File: src/rtl/voxel_gpu.sv
// Voxel rasteriser: Avalon-MM register slave plus a byte-wide master that clears
// the frame buffer and plots a voxel list with an orthographic camera offset.
//
// state  | meaning
// IDLE   | waiting for a start command
// PAL0   | fetch palette entry 0 as the clear colour
// CLEAR  | fill the frame buffer with the clear colour
// VFETCH | read x, y, z, c of the current voxel
// PROJ   | project and clip the voxel
// PFETCH | read the voxel colour from the palette
// PLOT   | write the colour to the frame buffer
// DONE   | flag completion and return to IDLE
module voxel_gpu #(
  parameter int WIDTH  = 320,
  parameter int HEIGHT = 240
) (
  input  logic        clock,
  input  logic        reset,
  input  logic [7:0]  s1_address,
  input  logic        s1_read,
  output logic [31:0] s1_readdata,
  input  logic [31:0] s1_writedata,
  input  logic        s1_write,
  output logic        s1_waitrequest,
  output logic        irq,
  output logic [31:0] m1_address,
  output logic [7:0]  m1_writedata,
  output logic        m1_write,
  input  logic        m1_waitrequest,
  input  logic [7:0]  m1_readdata,
  output logic        m1_read,
  input  logic        m1_readdatavalid
);
  localparam logic [31:0] NPIX = 32'(WIDTH * HEIGHT);
  localparam logic [31:0] W32  = 32'(WIDTH);
  localparam logic [9:0]  W10  = 10'(WIDTH);
  localparam logic [9:0]  H10  = 10'(HEIGHT);

  typedef enum logic [2:0] {IDLE, PAL0, CLEAR, VFETCH, PROJ, PFETCH, PLOT, DONE} state_t;
  state_t state;

  logic [31:0] pix_base, vox_base, vox_count, pal_base, pal_len;
  logic [15:0] cam [15];
  logic        busy, done, irq_en;

  logic [31:0] ptr, pix_left, vox_ptr, vox_left, pal_l, pal_len_l, pix_l;
  logic [7:0]  cx, cy, cz, vx, vy, vz, vc, clear_color, pcol;
  logic [1:0]  byte_idx;
  logic        rd_pend;

  logic        rd_done, wr_done, bus_idle, skip, next_vox;
  logic [9:0]  sx, sy;
  logic [31:0] plot_off;
  logic        unused_sig;

  assign unused_sig     = s1_read;
  assign s1_waitrequest = 1'b0;
  assign irq            = done & irq_en;

  assign rd_done  = (m1_read & ~m1_waitrequest & m1_readdatavalid) | (rd_pend & m1_readdatavalid);
  assign wr_done  = m1_write & ~m1_waitrequest;
  assign bus_idle = ~m1_read & ~m1_write & ~rd_pend;

  // Camera integer part is signed, voxel coordinates unsigned.
  assign sx       = {2'b00, vx} - {{2{cx[7]}}, cx};
  assign sy       = {2'b00, vy} - {{2{cy[7]}}, cy};
  assign plot_off = {22'd0, sy} * W32 + {22'd0, sx};
  assign skip     = sx[9] | (sx >= W10) | sy[9] | (sy >= H10)
                  | ($signed({1'b0, vz}) < $signed({cz[7], cz}))
                  | ({24'd0, vc} >= pal_len_l);
  assign next_vox = ((state == PROJ) & skip) | ((state == PLOT) & wr_done);

  always_comb begin
    s1_readdata = 32'd0;
    case (s1_address)
      8'd0: s1_readdata = pix_base;
      8'd1: s1_readdata = vox_base;
      8'd2: s1_readdata = vox_count;
      8'd3: s1_readdata = pal_base;
      8'd4: s1_readdata = pal_len;
      8'd5: s1_readdata = {30'd0, done, busy};
      8'd6: s1_readdata = {31'd0, irq_en};
      default:
        if (s1_address[7:4] == 4'h1 && s1_address[3:0] != 4'hF)
          s1_readdata = {{16{cam[s1_address[3:0]][15]}}, cam[s1_address[3:0]]};
    endcase
  end

  always_ff @(posedge clock) begin
    if (reset) begin
      state <= IDLE;
      pix_base <= '0; vox_base <= '0; vox_count <= '0; pal_base <= '0; pal_len <= '0;
      for (int i = 0; i < 15; i++) cam[i] <= '0;
      busy <= 1'b0; done <= 1'b0; irq_en <= 1'b0;
      ptr <= '0; pix_left <= '0; vox_ptr <= '0; vox_left <= '0;
      pal_l <= '0; pal_len_l <= '0; pix_l <= '0;
      cx <= '0; cy <= '0; cz <= '0; vx <= '0; vy <= '0; vz <= '0; vc <= '0;
      clear_color <= '0; pcol <= '0; byte_idx <= '0; rd_pend <= 1'b0;
      m1_address <= '0; m1_writedata <= '0; m1_read <= 1'b0; m1_write <= 1'b0;
    end else begin
      if (s1_write) begin
        case (s1_address)
          8'd0: pix_base  <= s1_writedata;
          8'd1: vox_base  <= s1_writedata;
          8'd2: vox_count <= s1_writedata;
          8'd3: pal_base  <= s1_writedata;
          8'd4: pal_len   <= s1_writedata;
          8'd5:
            if (s1_writedata[0] && !busy) begin
              busy <= 1'b1; done <= 1'b0; state <= PAL0;
              ptr <= pix_base; pix_l <= pix_base; pix_left <= NPIX;
              vox_ptr <= vox_base; vox_left <= vox_count;
              pal_l <= pal_base; pal_len_l <= pal_len;
              cx <= cam[0][15:8]; cy <= cam[1][15:8]; cz <= cam[2][15:8];
            end
          8'd6: begin
            irq_en <= s1_writedata[0];
            if (s1_writedata[1]) done <= 1'b0;
          end
          default:
            if (s1_address[7:4] == 4'h1 && s1_address[3:0] != 4'hF)
              cam[s1_address[3:0]] <= s1_writedata[15:0];
        endcase
      end

      // Read data may arrive with acceptance or on a later cycle.
      if (m1_read && !m1_waitrequest) begin
        m1_read <= 1'b0;
        rd_pend <= ~m1_readdatavalid;
      end else if (rd_pend && m1_readdatavalid) begin
        rd_pend <= 1'b0;
      end
      if (wr_done) m1_write <= 1'b0;

      case (state)
        PAL0:
          if (pal_len_l == 32'd0) begin
            clear_color <= 8'd0;
            state <= CLEAR;
          end else if (bus_idle) begin
            m1_read <= 1'b1; m1_address <= pal_l;
          end else if (rd_done) begin
            clear_color <= m1_readdata;
            state <= CLEAR;
          end
        CLEAR:
          if (bus_idle) begin
            m1_write <= 1'b1; m1_address <= ptr; m1_writedata <= clear_color;
          end else if (wr_done) begin
            ptr <= ptr + 32'd1;
            pix_left <= pix_left - 32'd1;
            if (pix_left == 32'd1) begin
              byte_idx <= 2'd0;
              state <= (vox_left == 32'd0) ? DONE : VFETCH;
            end
          end
        VFETCH:
          if (bus_idle) begin
            m1_read <= 1'b1; m1_address <= vox_ptr + {30'd0, byte_idx};
          end else if (rd_done) begin
            case (byte_idx)
              2'd0: vx <= m1_readdata;
              2'd1: vy <= m1_readdata;
              2'd2: vz <= m1_readdata;
              default: vc <= m1_readdata;
            endcase
            byte_idx <= byte_idx + 2'd1;
            if (byte_idx == 2'd3) state <= PROJ;
          end
        PROJ:
          if (!skip) state <= PFETCH;
        PFETCH:
          if (bus_idle) begin
            m1_read <= 1'b1; m1_address <= pal_l + {24'd0, vc};
          end else if (rd_done) begin
            pcol <= m1_readdata;
            state <= PLOT;
          end
        PLOT:
          if (bus_idle) begin
            m1_write <= 1'b1; m1_address <= pix_l + plot_off; m1_writedata <= pcol;
          end
        DONE: begin
          done <= 1'b1; busy <= 1'b0; state <= IDLE;
        end
        default: ;
      endcase

      if (next_vox) begin
        byte_idx <= 2'd0;
        if (vox_left == 32'd1) begin
          state <= DONE;
        end else begin
          vox_left <= vox_left - 32'd1;
          vox_ptr  <= vox_ptr + 32'd4;
          state    <= VFETCH;
        end
      end
    end
  end
endmodule

File: config.mk
export PLATFORM = sky130hd
export DESIGN_NAME = voxel_gpu
export DESIGN_NICKNAME = d
export VERILOG_FILES = /design/src/rtl/voxel_gpu.sv
export SDC_FILE = /design/constraint.sdc
export NUM_CORES = 2
export LEC_CHECK = 0
export BUFFER_PORTS_ARGS = -buffer_cell sky130_fd_sc_hd__buf_2
export CAP_MARGIN = 0
export CORE_MARGIN = 3
export CORE_UTILIZATION = 34
export DETAILED_ROUTE_END_ITERATION = 7
export SLEW_MARGIN = 15
export SYNTH_ARGS = -nofsm -noshare
export SYNTH_HDL_FRONTEND = slang
export SYNTH_SLANG_ARGS = --single-unit
File: constraint.sdc
create_clock -name clock -period 5.5 [get_ports clock]
set_input_delay 1.375 -clock clock [delete_from_list [all_inputs] [get_ports clock]]
set_output_delay 1.375 -clock clock [all_outputs]
set_load 0.01 [all_outputs]
==> impl_metrics.csv <==
group,metric,value,unit
placed_design,pre_cts_slack,-0.312,ns
drt,vias_per_cell,5.49,
placed_design,io_buffer_count,127,
final_layout,layout_commonest_cell,"nand2_1",
timing,rsz0062_at_grt,"yes",
synth,ys_seq_area_share,46.5,%
power_and_ir_drop,p_leak,15.5,nW
setup_path,critPathBufInv,7,
floorplanning,rows,122,
cts,clk_pin_slew_worst_paths,0.06,ns
floorplanning,start_util,34.5,%
timing,max_slew_margin,28.5,%
setup_path,worstPathRequired,6.04,ns
synth,synthSimpleGateAreaFrac,21.4,%
drt,drcViolationCount,0,
final_layout,utilization,39.7,%
timing,whs,0.451,ns
global_routing,grt_overflow,0,
setup_path,path_max_fanout,6,
synth,async_flop_share,0,%
global_routing,grt_pass1_wl,191,mm
final_layout,syn_to_final_growth,15.2,%
cts,insertion_delay,0.68,ns
timing,fin_skew,0.0502,ns
global_routing,antenna_found_initial,7,
placed_design,routabilityCongestion,0.929,
cts,cts_buffer_depth,3,
synth,syn-cell-area,38400,um^2
synth,syn_avg_cell_area,9.05,um^2
final_layout,stdcell_area,44200,um^2
drt,vias,32300,
power_and_ir_drop,p_per_area,280,nW/um^2
timing,tightest_slew,1.07,ns
cts,cts_tree,"done",
placed_design,dp_hpwl,89.1,mm
setup_path,cp_slowest_cell,"a2111o_1",
cts,clock-root-buffer,"clkbuf_16",
power_and_ir_drop,finalPower,12.4,mW
synth,ys.flop_type,"dfxtp_1",
worst_hold_path,min_path_type,"reg2reg",
placed_design,placed_cell_area,41000,um^2
synth,synth_top_family_by_area,"simple AND/OR/NAND/NOR gates",
power_and_ir_drop,max-vdd-ir-drop,291,uV
cts,cts.sinks,763,
synth,synth_warnings,0,
timing,max_freq,0.179,GHz
final_layout,fill_cells,11000,
drt,firstDrtPassIters,8,
floorplanning,dieArea,117000,um^2
floorplanning,ios,130,
floorplanning,die_y,342,um
setup_path,end_kind,"flop",
final_layout,register_area,17800,um^2
timing,layout_setup_ws,-0.0722,ns
setup_path,start_kind,"flop",
timing,setup_viol,1,
status,status,"finished, violations left",
timing,finalMaxSlewViolations,0,
timing,fin_crit_sh,101,%
drt,first_iter_violations,3049,
synth,synthDistinctLibCells,86,
floorplanning,core_region_area,111000,um^2
global_routing,grt_max_degree,167,
placed_design,placed_cells,5712,
timing,fin_tns_setup,-0.0722,ns
drt,ant_nets,0,
synth,synth-compound-area-share,15.3,%
timing,hold_viol_final,0,
synth,synth_xor_area_share,2.62,%
synth,synthAdderAreaFrac,3.75,%
status,violations,"negative setup slack",
drt,routed_wl,127,mm
cts,cts-htree-levels,3,
final_layout,final_nets,4482,
setup_path,cpLargestDelayFamily,"adder cells",
final_layout,final_cell_mix,"790 x nand2_1, 504 x a21oi_1, 504 x dfxtp_1",
setup_path,r2r_slack,-0.07,ns
setup_path,criticalPathCategory,"reg2reg",
synth,synthCells,4242,
setup_path,crit_path_max_incr_delay,0.49,ns
timing,finalCriticalPeriod,5.57,ns
final_layout,multi_input_area,19300,um^2
final_layout,drive_gt1_share,13.8,%
drt,avgRoutedWirePerCell,21.7,um
final_layout,final-instance-count-excl-fill,5878,
synth,ys_ff_latch,763,
global_routing,track_usage,21.2,%
synth,synth_mux_area_share,6.26,%
synth,synth_edf_count,256,
setup_path,worstPathArrival,6.11,ns
flow_run,maxCapViolations,0,
cts,cts_buffers,87,
floorplanning,die_x,342,um
global_routing,grt_pass1_vias,30200,
==> power breakdown <==
group / switching, mW / internal, mW
clock network: 2.52 / 3.42
registers: 0.0314 / 5.92
logic: 0.318 / 0.162
==> logic make-up after synthesis <==
kind of cell | count (synthesis)
flops | 763
other cells | 1
mux | 120
compound gates | 976
simple gates | 1754
fa+ha+maj | 109
buf+inv | 404
xor+xnor | 115
==> worst register-to-register path: cells and delay by family, from the launching register on <==
family | cells | cell delay, ns
AO/OA/AOI/OAI | 7 | 1.44
flip-flops | 1 | 0.33
AND/OR/NAND/NOR | 6 | 0.86
buffers and inverters | 7 | 0.67
adder cells (fa/ha/maj) | 6 | 1.56
XOR/XNOR | 3 | 0.59
==> cell usage after synthesis (all sizes together), types with 16 or more instances <==
cell	number	area share, %
a211oi	51	1.0
a21o	27	0.53
a21oi	510	6.7
a221oi	21	0.48
a22oi	58	1.1
a31oi	27	0.44
and2	264	4.3
and3	34	0.55
buf	42	0.58
clkbuf	257	2.5
dfxtp	507	26
edfxtp	256	20
ha	99	3.2
inv	104	1.0
mux4	95	5.6
nand2	792	7.7
nand2b	31	0.51
nand3	106	1.4
nand4	24	0.39
nor2	266	2.6
nor2b	16	0.26
nor3	85	1.1
nor4	51	0.93
o211ai	24	0.47
o21ai	128	1.7
or2	25	0.41
or3	22	0.36
xnor2	64	1.5
xor2	51	1.2
==> worst paths after layout <==
path                                                  start                          end  cells after the start
worst max-delay path                     vy[0]$_SDFFE_PP0P_  m1_address[28]$_SDFFE_PP0P_                     29
worst min-delay path            m1_address[17]$_SDFFE_PP0P_  m1_address[17]$_SDFFE_PP0P_                      2
worst min register to register  m1_address[17]$_SDFFE_PP0P_  m1_address[17]$_SDFFE_PP0P_                      2
worst max register to register           vy[0]$_SDFFE_PP0P_  m1_address[28]$_SDFFE_PP0P_                     29
==> area by class of cell <==
class,count,share of cell area (%)
clock buffer,110,5.37
multi-input combinational,3091,43.7
clock inverter,48,1.27
sequential,763,40.4
tap,1488,4.21
antenna,2,0.0113
timing repair buffer,271,4.13
inverter,105,0.892
==> per-layer routing <==
metal  global-route usage (%)  part of all wire, %  up-vias
met5                        0               0.0055        -
met4                     7.49                  3.2        2
met3                     3.06                  6.8      185
met2                     33.6                   46     1157
met1                     29.4                   44    15800
li1                         -                    -    15200
==> flip-flops by register name, indices dropped and copies added (netlist names), 32 cells and up <==
name and cells:
pal_l 32, vox_ptr 32, pix_base 32, pal_len 32, pal_len_l 32, m1_address 32
pix_left 32, pal_base 32, ptr 32, cam 256, vox_left 32, vox_base 32
vox_count 32, pix_l 32
==> repair_timing <==
item                                    CTS  global route
setup buffers                             2             4
endpoints found under the setup margin   12            14
gates resized for setup                  16            35
pin swaps                                 9            38
hold buffers                              0             0
Note: power is estimated with default switching activity, not from simulation.
